<file path="src/rtl/spi_ram_master_seq.sv">
// SPI master sequencer: expands one host write/read into address and data frames for the SPI-RAM slave.
// Latency: write 2*(FRAME+GAP_CYCLES)+1 cycles, read 2*FRAME+2*GAP_CYCLES+READ_LAT+ADDR_SIZE+1 cycles.
// Backpressure: req_ready is low for the whole operation; req_valid while busy is ignored, not queued.
//
// Ports: clk/rst_n (async active-low); host side req_valid/req_ready/req_wr/req_addr/req_wdata,
// rsp_valid/rsp_rdata, busy; SPI side SS_n/MOSI (out) and MISO (in).
// Optional build macro SPI_SEQ_ADDR_CACHE_EN: remembers the last write and last read address
// sent, so a repeat address of the same type skips the ADDR frame and its gap.
module spi_ram_master_seq #(
    parameter int ADDR_SIZE  = 8,
    parameter int GAP_CYCLES = 4,
    parameter int READ_LAT   = 2
) (
    input  logic                 clk,
    input  logic                 rst_n,
    input  logic                 req_valid,
    output logic                 req_ready,
    input  logic                 req_wr,
    input  logic [ADDR_SIZE-1:0] req_addr,
    input  logic [ADDR_SIZE-1:0] req_wdata,
    output logic                 rsp_valid,
    output logic [ADDR_SIZE-1:0] rsp_rdata,
    output logic                 busy,
    output logic                 SS_n,
    output logic                 MOSI,
    input  logic                 MISO
);

    localparam int FRAME = ADDR_SIZE + 3;
    localparam int MAX1  = (FRAME > GAP_CYCLES) ? FRAME : GAP_CYCLES;
    localparam int MAX2  = (MAX1 > READ_LAT) ? MAX1 : READ_LAT;
    localparam int MAXC  = (MAX2 > ADDR_SIZE) ? MAX2 : ADDR_SIZE;
    localparam int CNT_W = $clog2(MAXC + 1);

    localparam logic [CNT_W-1:0] FRAME_LAST = CNT_W'(FRAME - 1);
    localparam logic [CNT_W-1:0] GAP_LAST   = CNT_W'(GAP_CYCLES - 1);
    localparam logic [CNT_W-1:0] RL_LAST    = CNT_W'((READ_LAT > 0) ? READ_LAT - 1 : 0);
    localparam logic [CNT_W-1:0] DW_LAST    = CNT_W'(ADDR_SIZE - 1);

    typedef enum logic [2:0] {
        S_IDLE, S_ADDR, S_GAP_A, S_DATA, S_RWAIT, S_RCAP, S_GAP_D
    } state_t;

    state_t                 state_q, state_d;
    logic [CNT_W-1:0]       cnt_q, cnt_d;
    logic                   wr_q, wr_d;
    logic [ADDR_SIZE-1:0]   wdata_q, wdata_d;
    logic [FRAME-1:0]       shift_q, shift_d;
    logic                   ss_n_q, ss_n_d;
    logic                   mosi_q, mosi_d;
    logic                   req_ready_q, req_ready_d;
    logic                   busy_q, busy_d;
    logic                   rsp_valid_q, rsp_valid_d;
    logic [ADDR_SIZE-1:0]   rsp_rdata_q, rsp_rdata_d;
    logic [ADDR_SIZE-2:0]   rsh_q, rsh_d;
    logic                   cap_q, cap_d;
    logic                   cap_last_q, cap_last_d;
    logic [ADDR_SIZE-1:0]   cap_word;
    logic                   accept;
    logic                   hit;
`ifdef SPI_SEQ_ADDR_CACHE_EN
    logic [ADDR_SIZE-1:0]   addr_q, addr_d;
    logic [ADDR_SIZE-1:0]   wc_addr_q, wc_addr_d;
    logic [ADDR_SIZE-1:0]   rc_addr_q, rc_addr_d;
    logic                   wc_vld_q, wc_vld_d;
    logic                   rc_vld_q, rc_vld_d;
`endif

    // Frame layout on the wire, MSB first: {cmd[1], cmd[1:0], payload}.
    function automatic logic [FRAME-1:0] mk_frame(input logic [1:0] cmd,
                                                  input logic [ADDR_SIZE-1:0] pl);
        return {cmd[1], cmd, pl};
    endfunction

    function automatic logic [FRAME-1:0] data_frame(input logic wr,
                                                    input logic [ADDR_SIZE-1:0] wd);
        return wr ? mk_frame(2'b01, wd) : mk_frame(2'b11, '0);
    endfunction

    assign accept   = req_valid & req_ready_q;
    assign cap_word = {rsh_q, MISO};

`ifdef SPI_SEQ_ADDR_CACHE_EN
    assign hit = req_wr ? (wc_vld_q && (wc_addr_q == req_addr))
                        : (rc_vld_q && (rc_addr_q == req_addr));
`else
    assign hit = 1'b0;
`endif

    // Every output flop is loaded from the current state, so pins trail the state by one
    // cycle. MISO capture is delayed a further cycle (cap_q) so the first sample lands in
    // the pin cycle after the last RWAIT cycle seen by the slave.
    always_comb begin
        state_d     = state_q;
        cnt_d       = cnt_q;
        wr_d        = wr_q;
        wdata_d     = wdata_q;
        shift_d     = shift_q;
        ss_n_d      = 1'b1;
        mosi_d      = 1'b0;
        req_ready_d = 1'b0;
        rsp_valid_d = 1'b0;
        rsp_rdata_d = rsp_rdata_q;
        rsh_d       = rsh_q;
        cap_d       = (state_q == S_RCAP);
        cap_last_d  = (state_q == S_RCAP) && (cnt_q == DW_LAST);
`ifdef SPI_SEQ_ADDR_CACHE_EN
        addr_d      = addr_q;
        wc_addr_d   = wc_addr_q;
        rc_addr_d   = rc_addr_q;
        wc_vld_d    = wc_vld_q;
        rc_vld_d    = rc_vld_q;
`endif

        case (state_q)
            S_IDLE: begin
                req_ready_d = ~accept;
                if (accept) begin
                    wr_d    = req_wr;
                    wdata_d = req_wdata;
                    cnt_d   = '0;
`ifdef SPI_SEQ_ADDR_CACHE_EN
                    addr_d  = req_addr;
`endif
                    if (hit) begin
                        state_d = S_DATA;
                        shift_d = data_frame(req_wr, req_wdata);
                    end else begin
                        state_d = S_ADDR;
                        shift_d = mk_frame(req_wr ? 2'b00 : 2'b10, req_addr);
                    end
                end
            end
            S_ADDR, S_DATA: begin
                ss_n_d  = 1'b0;
                mosi_d  = shift_q[FRAME-1];
                shift_d = shift_q << 1;
                cnt_d   = cnt_q + CNT_W'(1);
                if (cnt_q == FRAME_LAST) begin
                    cnt_d = '0;
                    if (state_q == S_ADDR)  state_d = S_GAP_A;
                    else if (wr_q)          state_d = S_GAP_D;
                    else if (READ_LAT > 0)  state_d = S_RWAIT;
                    else                    state_d = S_RCAP;
                end
            end
            S_GAP_A: begin
                cnt_d = cnt_q + CNT_W'(1);
`ifdef SPI_SEQ_ADDR_CACHE_EN
                // The last address bit has fully left the pins by the end of this cycle.
                if (cnt_q == '0) begin
                    if (wr_q) begin
                        wc_addr_d = addr_q;
                        wc_vld_d  = 1'b1;
                    end else begin
                        rc_addr_d = addr_q;
                        rc_vld_d  = 1'b1;
                    end
                end
`endif
                if (cnt_q == GAP_LAST) begin
                    cnt_d   = '0;
                    state_d = S_DATA;
                    shift_d = data_frame(wr_q, wdata_q);
                end
            end
            S_RWAIT: begin
                ss_n_d = 1'b0;
                cnt_d  = cnt_q + CNT_W'(1);
                if (cnt_q == RL_LAST) begin
                    cnt_d   = '0;
                    state_d = S_RCAP;
                end
            end
            S_RCAP: begin
                ss_n_d = 1'b0;
                cnt_d  = cnt_q + CNT_W'(1);
                if (cnt_q == DW_LAST) begin
                    cnt_d   = '0;
                    state_d = S_GAP_D;
                end
            end
            S_GAP_D: begin
                cnt_d = cnt_q + CNT_W'(1);
                if (cnt_q == GAP_LAST) begin
                    cnt_d   = '0;
                    state_d = S_IDLE;
                end
            end
            default: begin
                state_d = S_IDLE;
                cnt_d   = '0;
            end
        endcase

        if (cap_q) begin
            rsh_d = cap_word[ADDR_SIZE-2:0];
        end
        if (cap_last_q) begin
            rsp_rdata_d = cap_word;
            rsp_valid_d = 1'b1;
        end

        busy_d = ~req_ready_d;
    end

    always_ff @(posedge clk or negedge rst_n) begin
        if (!rst_n) begin
            state_q     <= S_IDLE;
            cnt_q       <= '0;
            wr_q        <= 1'b0;
            wdata_q     <= '0;
            shift_q     <= '0;
            ss_n_q      <= 1'b1;
            mosi_q      <= 1'b0;
            req_ready_q <= 1'b1;
            busy_q      <= 1'b0;
            rsp_valid_q <= 1'b0;
            rsp_rdata_q <= '0;
            rsh_q       <= '0;
            cap_q       <= 1'b0;
            cap_last_q  <= 1'b0;
`ifdef SPI_SEQ_ADDR_CACHE_EN
            addr_q      <= '0;
            wc_addr_q   <= '0;
            rc_addr_q   <= '0;
            wc_vld_q    <= 1'b0;
            rc_vld_q    <= 1'b0;
`endif
        end else begin
            state_q     <= state_d;
            cnt_q       <= cnt_d;
            wr_q        <= wr_d;
            wdata_q     <= wdata_d;
            shift_q     <= shift_d;
            ss_n_q      <= ss_n_d;
            mosi_q      <= mosi_d;
            req_ready_q <= req_ready_d;
            busy_q      <= busy_d;
            rsp_valid_q <= rsp_valid_d;
            rsp_rdata_q <= rsp_rdata_d;
            rsh_q       <= rsh_d;
            cap_q       <= cap_d;
            cap_last_q  <= cap_last_d;
`ifdef SPI_SEQ_ADDR_CACHE_EN
            addr_q      <= addr_d;
            wc_addr_q   <= wc_addr_d;
            rc_addr_q   <= rc_addr_d;
            wc_vld_q    <= wc_vld_d;
            rc_vld_q    <= rc_vld_d;
`endif
        end
    end

    assign req_ready = req_ready_q;
    assign busy      = busy_q;
    assign rsp_valid = rsp_valid_q;
    assign rsp_rdata = rsp_rdata_q;
    assign SS_n      = ss_n_q;
    assign MOSI      = mosi_q;

endmodule

</file>
<file path="config.mk">
export PLATFORM = sky130hd
export DESIGN_NAME = spi_ram_master_seq
export DESIGN_NICKNAME = d
export VERILOG_FILES = /design/src/rtl/spi_ram_master_seq.sv
export SDC_FILE = /design/constraint.sdc
export NUM_CORES = 1
export LEC_CHECK = 0
export BUFFER_PORTS_ARGS = -buffer_cell sky130_fd_sc_hd__buf_4
export CORE_MARGIN = 10
export CORE_UTILIZATION = 60
export DETAILED_ROUTE_END_ITERATION = 8
export PLACE_DENSITY = 0.86
export SLEW_MARGIN = 10
export SYNTH_ARGS = -nofsm -noshare
export SYNTH_HDL_FRONTEND = slang
export SYNTH_SLANG_ARGS = --single-unit
</file>
<file path="constraint.sdc">
create_clock -name clk -period 3.36 [get_ports clk]
set_input_delay 0.672 -clock clk [delete_from_list [all_inputs] [get_ports clk]]
set_output_delay 0.672 -clock clk [all_outputs]
set_load 0.02 [all_outputs]
</file>
==> results.md, run 1 <==
* Status: complete, no violations
* Crit path max-delay family: simple AND/OR/NAND/NOR gates
* CP arrival at 2.34 ns
* Global placer's final weighted congestion at 0.813
* Post-synth EDFFs at 0
* Setup slack after layout at 1.25 ns
* Setup TNS at 0 ns
* Int Pwr at approximately 1.4 mW
* Sw Ratio at 0.376
* Final period utilization at 0.629
* CTS root buf: clkbuf_8
* Yosys cell types at 41
* Clock-pin slew on the worst setup and hold paths at approximately 0.09 ns
* Die Span Y at slightly above 80 um
* Placed cells at 250
* WS Path Type: flop to flop
* FF+latch count, synth at 49
* Pwr per Cell Area at 886 mW/mm2
* Clk Latency, worst-skew pair at roughly 0.30 ns
* Final worst path period need at 2.11 ns
* Post-CTS setup buffer count at 0
* Total CTS buffers at 5
* CTS Buffer Depth at 2
* Router iterations before antenna repair at 5
* Hpwl dp at approximately 3.2 mm
* Die area at around 0.0065 mm2
* Avg Cell Area, Syn at 12.4 um2
* Lkg Pwr at approximately 1.2 nW
* Pre-CTS WS at 1.25 ns
* Final slew viol count at 0
* CP bufs+invs at 0
* Global route overflow at 0
* Slew @ Worst Pin at around 0.81 ns
* Reg2Reg Launch Point: state_q[0]
* Synthesized net count at 203
* DRT iter0 DRCs at 73
* Post-DRT Antenna Nets at 0
* Total wire length at 4.42 mm
* Combinational Power Share at 0.383
* Design area at roughly 0.0026 mm2
* Number of global-route vias before repair at between 1,500 and 2,000
* Max Cap Viol at 0
* Synth Instances at 179
* Total Routing Usage GR at 0.144
* Cts repair resizes at 0
* NetSw at 867 uW
* CP max FO at 15
* Core Region at 0.00363 mm2
* Hold_buf cts at 0
* Crit end category: flop
* H-tree levels at 2
* # diodes at 0
* RSZ-0062 raised after global routing: no
* Drt wl/cell at 17.1 um
* Sequential element share of the synthesized area at 0.552
* Final std cells w/o fill at about 260
* Crit path largest cell delay at 0.72 ns
* VDD IR max at approximately 480 uV
* Routed vias at 1,525
* Worst Path Required at 3.59 ns
* Final Hold Fails at 0
* Overall power at ~2.3 mW
* Starting Density at 0.612
* Largest net degree at the start of global routing at 50
* Clk pwr share at 0.188
* Async SR Flop Fraction at 1.00
* Share of post-route cells with drive strength above 1 at 0.395
* Cell Area, Placed at 0.00248 mm2
* Slew headroom at 0.461
* Setup Viol. Count Final at 0
* Seq pwr share at 0.429
* Highest Clock Rate at 473 MHz
* Vias/cell at 5.91
* CP max-delay cell: nor2b_1
* Initial antenna violation count at 0
* Area Growth Syn to Fin at 17.0%
* Fin nets at 233
* Number of remaining DRC errors at 0
* Clock sinks at 49
* Worst Hold Class: input port to async pin
* First-pass GRT wire length at approximately 7.3 mm
* Worst setup SP type: flop
* Most used DFF post-synth: dfrtp_1
* Clock Skew at between 0.007 and 0.008 ns
* Yosys Warn Count at 0
* Port Buffers at 33
* Width of the die at ~80 um
* Launch point of the worst path: state_q[0]
* CTS tree: built
* FP Rows at 22
* Cell Area, Synth at 0.00222 mm2
* Top-level I/O count at 34
* Critical Path, Cell by Cell: nor2b_1, a22o_1, nor3_1, a21oi_1
==> power by group through the flow <==
stage               combinational, mW  sequential [mW]  clock, mW
finish                          0.884            0.990      0.433
CTS                             0.892            0.985      0.443
detailed placement              0.886            0.996          0
global placement                0.835            0.972          0
floorplan                       0.746            0.926          0
global route                    0.972             1.01      0.469
==> kinds of logic after synthesis <==
logic type | Yosys count | share of synthesized area
multiplexers | 24 | 0.121
flip-flops | 49 | 0.552
buffers and inverters | 16 | 0.0337
AO/OA/AOI/OAI | 38 | 0.147
AND/OR/NAND/NOR | 49 | 0.129
adder cells (fa/ha/maj) | 3 | 0.0169
==> worst paths after layout <==
check	slack [ns]	endpoint	cells after the start
max in group asynchronous	2.60	wdata_q[1]	1
min	0.36	rsp_rdata[0]	1
max reg2reg	1.25	cnt_q[0]	4
max	1.25	cnt_q[0]	4
min in group clk	0.49	MOSI	1
min reg2reg	0.49	MOSI	1
==> state kept, by name, indices dropped and copies added (netlist names) <==
register and cells:
rsp_rdata 8, cap_last_q 1, state_q 3, req_ready 1
rsp_valid 1, cap_q 1, wr_q 1, rsh_q 7
shift_q 11, MOSI 1, cnt_q 4, busy 1
SS_n 1, wdata_q 8
==> worst reg2reg max path, cell delays in order (launching register included) <==
cell and delay, ns:
dfrtp_1 0.70, nor2b_1 0.73, a22o_1 0.33, nor3_1 0.10, a21oi_1 0.18
==> layer usage <==
| layer | vias up | GRT usage | wire, um |
|---|---|---|---|
| met5 | - | 0 | 0 |
| met4 | 0 | 0.0623 | 71 |
| met3 | 9 | 0.0563 | 340 |
| met2 | 44 | 0.250 | 2290 |
| met1 | 765 | 0.153 | 1720 |
| li1 | 707 | - | - |
==> area by class of cell <==
type                    instances  area (um2)
multi-input cells             114         921
flip-flops and latches         49        1230
inverters                       5        18.8
well taps                      48        60.1
clock inverters                 2        37.5
clock buffers                   6        82.6
fillers                       271        1030
repair buffers                 34         255
==> through the flow <==
step,util,hold slack (ns)
final,0.717,0.359
after global routing,0.717,0.410
after CTS,0.717,0.387
after detailed placement,0.684,0.480
after global placement,0.684,0.479
after floorplan,-,0.352
==> synthesized netlist by cell type, types with 2 or more instances <==
cell type / count / area share
a21oi_1: 4 / 0.0090
a21oi_2: 10 / 0.039
a211oi_1: 2 / 0.0067
nor2_1: 15 / 0.025
nor3_1: 2 / 0.0045
mux2_2: 24 / 0.12
buf_4: 3 / 0.010
o21ai_0: 4 / 0.0090
nand2_1: 8 / 0.013
a222oi_1: 7 / 0.031
clkbuf_1: 5 / 0.0084
nor2b_1: 4 / 0.011
inv_1: 5 / 0.0084
dfrtp_1: 47 / 0.53
nor4b_1: 2 / 0.0079
dfstp_2: 2 / 0.024
nor3b_1: 4 / 0.013
o32ai_1: 2 / 0.0079
and2_1: 2 / 0.0056
ha_1: 3 / 0.017
buf_2: 3 / 0.0067
nand3b_1: 2 / 0.0067
==> cells in the final DEF, fill, tap and decap left out, drive strengths merged <==
cell,synthesis,layout
mux2,24,24
and3,1,1
a2111oi,1,1
o22ai,1,1
dfrtp,47,47
clkbuf,5,6
and2,3,3
nand4b,1,1
nor4b,2,2
nor2b,4,4
buf,6,34
o21a,1,1
o21ai,4,4
bufinv,0,1
nor4,1,1
a222oi,7,7
clkinvlp,0,1
o21bai,1,1
a211oi,3,3
nor3,2,2
nand2b,1,1
a22o,1,1
nand2,8,8
or2,1,1
ha,3,3
o22a,1,1
or3b,1,1
o31ai,1,1
o32ai,2,2
inv,5,5
o211a,1,1
dfstp,2,2
nand3,1,1
and3b,1,1
nor2,15,15
a21oi,14,14
nor3b,5,5
nand3b,2,2
No activity file was read; power rests on OpenSTA's default activity.
==> run 2, diff against run 1 <==
- CORE_UTILIZATION: 60 -> 50
- PLACE_DENSITY: 0.86 -> 0.76
- clock period: 3.36 -> 1.8 ns (I/O delays scaled with it)
==> results.md, run 2 (same netlist as run 1, synthesis figures left out) <==
* Pre-CTS WS at 0.0450 ns
* Hpwl dp at approximately 3.0 mm
* Final period utilization at 0.936
* Die area at 0.00752 mm2
* Number of remaining DRC errors at 0
* H-tree levels at 2
* CTS tree: built
* Seq. cell area at 0.00123 mm2
* Cts repair resizes at 0
* Setup TNS at 0 ns
* Pwr per Cell Area at 1600 mW/mm2
* Clk Latency, worst-skew pair at around 0.3 ns
* Largest net degree at the start of global routing at 50
* First-pass GRT wire length at 7.25 mm
* DRT iter0 DRCs at 91
* Cell Area, Placed at 0.00259 mm2
* Total CTS buffers at 5
* Post-CTS setup buffer count at 0
* Area Growth Syn to Fin at 21.3%
* Crit end category: flop
* Lkg Pwr at between 1 and 1.5 nW
* Routed vias at around 1,500
* Hold_buf cts at 0
* Final worst path period need at 1.68 ns
* Width of the die at 86.7 um
* Overall power at 4.31 mW
* Clock-pin slew on the worst setup and hold paths at 0.08 ns
* Starting Density at 0.514
* Largest Register: shift_q
* Highest Clock Rate at 594 MHz
* Initial antenna violation count at 0
* CP max FO at 4
* Fillers at about 360
* Slew headroom at 0.602
* Global route overflow at 0
* Die Span Y at 86.7 um
* Status: complete, no violations
* Router iterations before antenna repair at 6
* VDD IR max at between 800 and 900 uV
* Launch point of the worst path: cnt_q[0]
* Reg2Reg Setup Slack at 0.12 ns
* Setup slack after layout at roughly 0.12 ns
* FP Rows at 24
* Area of the multi-input gates at 932 um2
* CP max-delay cell: dfrtp_1
* Crit path max-delay family: simple AND/OR/NAND/NOR gates
* Design area at 0.00270 mm2
* Most frequent cells in the layout: dfrtp_1 (47), buf_4 (47), mux2_2 (24), nor2_1 (15), a21oi_2 (10)
* CP bufs+invs at 2
* Placed cells at 268
* Worst Path Required at 1.99 ns
* Clock sinks at 49
* Vias/cell at 5.51
* CTS root buf: clkbuf_8
* Worst setup SP type: flop
* Clock Skew at 0.00656 ns
* Final Core Density at 0.624
* CP arrival at 1.87 ns
* Global placer's final weighted congestion at 0.797
* RSZ-0062 raised after global routing: no
* Drt wl/cell at 15.0 um
* Final slew viol count at 0
* Total Routing Usage GR at 0.116
* Reg2Reg Launch Point: cnt_q[0]
* Setup Viol. Count Final at 0
* Max FFs per register at 11
* Fin nets at 247
* Final std cells w/o fill at ~280
* WS Path Type: flop to flop
* Post-DRT Antenna Nets at 0
* Max Cap Viol at 0
* Number of global-route vias before repair at 1,572
* Core Region at 0.00432 mm2
* # diodes at 0
* Crit path largest cell delay at 0.39 ns
* Total wire length at 4.12 mm
* Port Buffers at 33
* Top-level I/O count at 34
* Critical Path, Cell by Cell: buf_4, inv_2, ha_1, nand3b_1, a22o_1, or2_2, and3_1
* Final hold slack at 0.0568 ns
* Slew @ Worst Pin at 0.597 ns
* Worst Hold Class: input port to async pin
* Share of post-route cells with drive strength above 1 at 0.439
* CTS Buffer Depth at 2
* Final Hold Fails at 0
-- run 2: cell types whose count changed in the layout (fill, tap and decap cells not counted) --
cell	delta
and2_0	-1
and2_1	+1
buf_4	+13
buf_6	+1
bufinv_16	-1
inv_1	-1
inv_2	+1
nor3_1	-1
nor3_2	+1
nor3b_2	-1
nor3b_4	+1
-- run 2: report_power, final --
group          internal, mW  switching (mW)  total [mW]
Combinational         0.940           0.992        1.93
Clock                 0.304           0.345       0.649
Sequential             1.48           0.243        1.73
Total                  2.73            1.58        4.31
-- run 2: worst register-to-register path, stage by stage (launching register included) --
cell,delay (ns)
dfrtp_1,0.39
buf_4,0.15
inv_2,0.06
ha_1,0.14
nand3b_1,0.13
a22o_1,0.26
or2_2,0.29
and3_1,0.17
-- run 2: area by class of cell --
cell class                      count  area share
Sequential cell                    49       0.455
Multi-Input combinational cell    114       0.345
Clock inverter                      1     0.00278
Inverter                            5     0.00695
Clock buffer                        6      0.0306
Tap cell                           52      0.0241
Timing Repair Buffer               48       0.135
-- run 2: path summary, 6_finish.rpt --
check / depth (start not counted) / end
hold / removal: 1 / rsp_valid
hold reg to reg: 1 / MOSI
setup / recovery: 7 / state_q[0]
max in group asynchronous: 1 / cnt_q[2]
min in group clk: 2 / wdata_q[1]
setup reg to reg: 7 / state_q[0]
-- run 2: metal layers --
metal | part of all wire | GRT usage | vias to the layer above
li1 | - | - | 734
met2 | 0.47 | 0.183 | 41
met3 | 0.088 | 0.0535 | 3
met5 | 0 | 0 | -
met1 | 0.43 | 0.141 | 736
met4 | 0.0070 | 0.0280 | 0
==> run 3, diff against run 2 <==
==> constraint.sdc (replaced) <==
create_clock -name clk -period 1.8 [get_ports clk]
set_input_delay 0.18 -clock clk [delete_from_list [all_inputs] [get_ports clk]]
set_output_delay 0.18 -clock clk [all_outputs]
set_load 0.02 [all_outputs]
==> results.md, run 3 (same netlist as run 1, synthesis figures left out) <==
* Status: complete, no violations
* Seq. cell area at 0.00123 mm2
* Clk Latency, worst-skew pair at 0.30 ns
* Worst setup SP type: flop
* Router iterations before antenna repair at 6
* Setup Viol. Count Final at 0
* Routed vias at ~1,500
* Area Growth Syn to Fin at 21.8%
* CTS root buf: clkbuf_8
* Largest net degree at the start of global routing at 50
* Total wire length at 4.13 mm
* Final Core Density at 0.626
* First-pass GRT wire length at 7.26 mm
* VDD IR max at a little under 900 uV
* Crit end category: flop
* Clock-pin slew on the worst setup and hold paths at 0.09 ns
* CTS Buffer Depth at 2
* Total Routing Usage GR at 0.116
* CP max FO at 4
* Max Cap Viol at 0
* Vias/cell at 5.49
* Area of the multi-input gates at just over 900 um2
* Total CTS buffers at 5
* Core Region at ~0.0043 mm2
* Final Hold Fails at 0
* FP Rows at 24
* RSZ-0062 raised after global routing: no
* Drt wl/cell at 15.0 um
* Overall power at 4.31 mW
* Global route overflow at 0
* Setup slack after layout at 0.116 ns
* Slew headroom at 0.601
* DRT iter0 DRCs at 95
* Pwr per Cell Area at approximately 1600 mW/mm2
* CP arrival at between 1.5 and 2 ns
* Worst Path Required at 1.99 ns
* Reg2Reg Depth at 7
* Slew @ Worst Pin at ~0.60 ns
* Starting Density at 0.514
* Pre-CTS WS at between 0.04 and 0.05 ns
* Lkg Pwr at 1.25 nW
* Global placer's final weighted congestion at 0.797
* H-tree levels at 2
* Fin nets at 248
* Hpwl dp at 3.04 mm
* Fillers at 356
* CTS tree: built
* Most frequent cells in the layout: dfrtp_1 (47), buf_4 (47), mux2_2 (24), nor2_1 (15), a21oi_2 (10)
* Final worst path period need at 1.68 ns
* Number of global-route vias before repair at 1,575
* Post-DRT Antenna Nets at 0
* Max FFs per register at 11
* Number of remaining DRC errors at 0
* Worst Hold Class: input port to flop
* Top-level I/O count at 34
* Clock Skew at 0.00656 ns
* Final slew viol count at 0
* Clock sinks at 49
* Die Span Y at between 80 and 90 um
* Width of the die at approximately 87 um
* Largest Register: shift_q
* Cell depth of the worst min-delay path at 2
* Die area at 0.00752 mm2
* Share of post-route cells with drive strength above 1 at 0.438
* Highest Clock Rate at 594 MHz
* # diodes at 0
* Setup TNS at 0 ns
* Final period utilization at 0.936
* Port Buffers at 33
* WS Path Type: flop to flop
* Initial antenna violation count at 0
[run 3: cell count changes in the layout (fill, tap and decap cells not counted)]
cell and change:
dlygate4sd3_1 +1
[run 3: per-layer routing]
layer  share of wire  vias up  track usage
li1                -      736            -
met1            0.44      734        0.142
met2            0.47       41        0.183
met3           0.088        3       0.0535
met4          0.0070        0       0.0280
met5               0        -            0
[run 3: what timing repair did]
item                                    in CTS  in global routing
setup buffers                                0                  0
hold buffers                                 1                  0
gates resized for setup                      0                  5
endpoints found under the setup margin       0                 15
endpoints found under the hold margin       47                  0
[run 3: final timing paths]
check	from	end	slack, ns
max	cnt_q[0]	state_q[0]	0.12
min	req_wdata[1]	wdata_q[1]	0.11
max reg2reg	cnt_q[0]	state_q[0]	0.12
min reg2reg	shift_q[10]	MOSI	0.50
max in group asynchronous	rst_n	cnt_q[2]	0.97
min in group asynchronous	rst_n	rsp_valid	0.42
[run 3: final cells by class]
type,instances,share of cell area
Timing Repair Buffer,49,0.138
Clock inverter,1,0.00277
Sequential cell,49,0.454
Tap cell,52,0.0240
Inverter,5,0.00693
Multi-Input combinational cell,114,0.344
Clock buffer,6,0.0305
[run 3: stage by stage]
step	hold WS, ns	instance area (um2)	std cells
finish	0.105	2710	276
global placement	0.235	2590	268
CTS	0.0956	2690	276
detailed placement	0.236	2590	268
floorplan	-0.116	2220	179
global route	0.0923	2710	276
[run 3: critical path, stage by stage (launching register included)]
cell	delay, ns
dfrtp_1	0.39
buf_4	0.15
inv_2	0.06
ha_1	0.13
nand3b_1	0.13
a22o_1	0.26
or2_2	0.29
and3_1	0.17
[run 3: power breakdown]
group / switching, mW / internal [mW]
Sequential: 0.243 / 1.48
Clock: 0.345 / 0.304
Combinational: 0.992 / 0.941
Total: 1.58 / 2.73
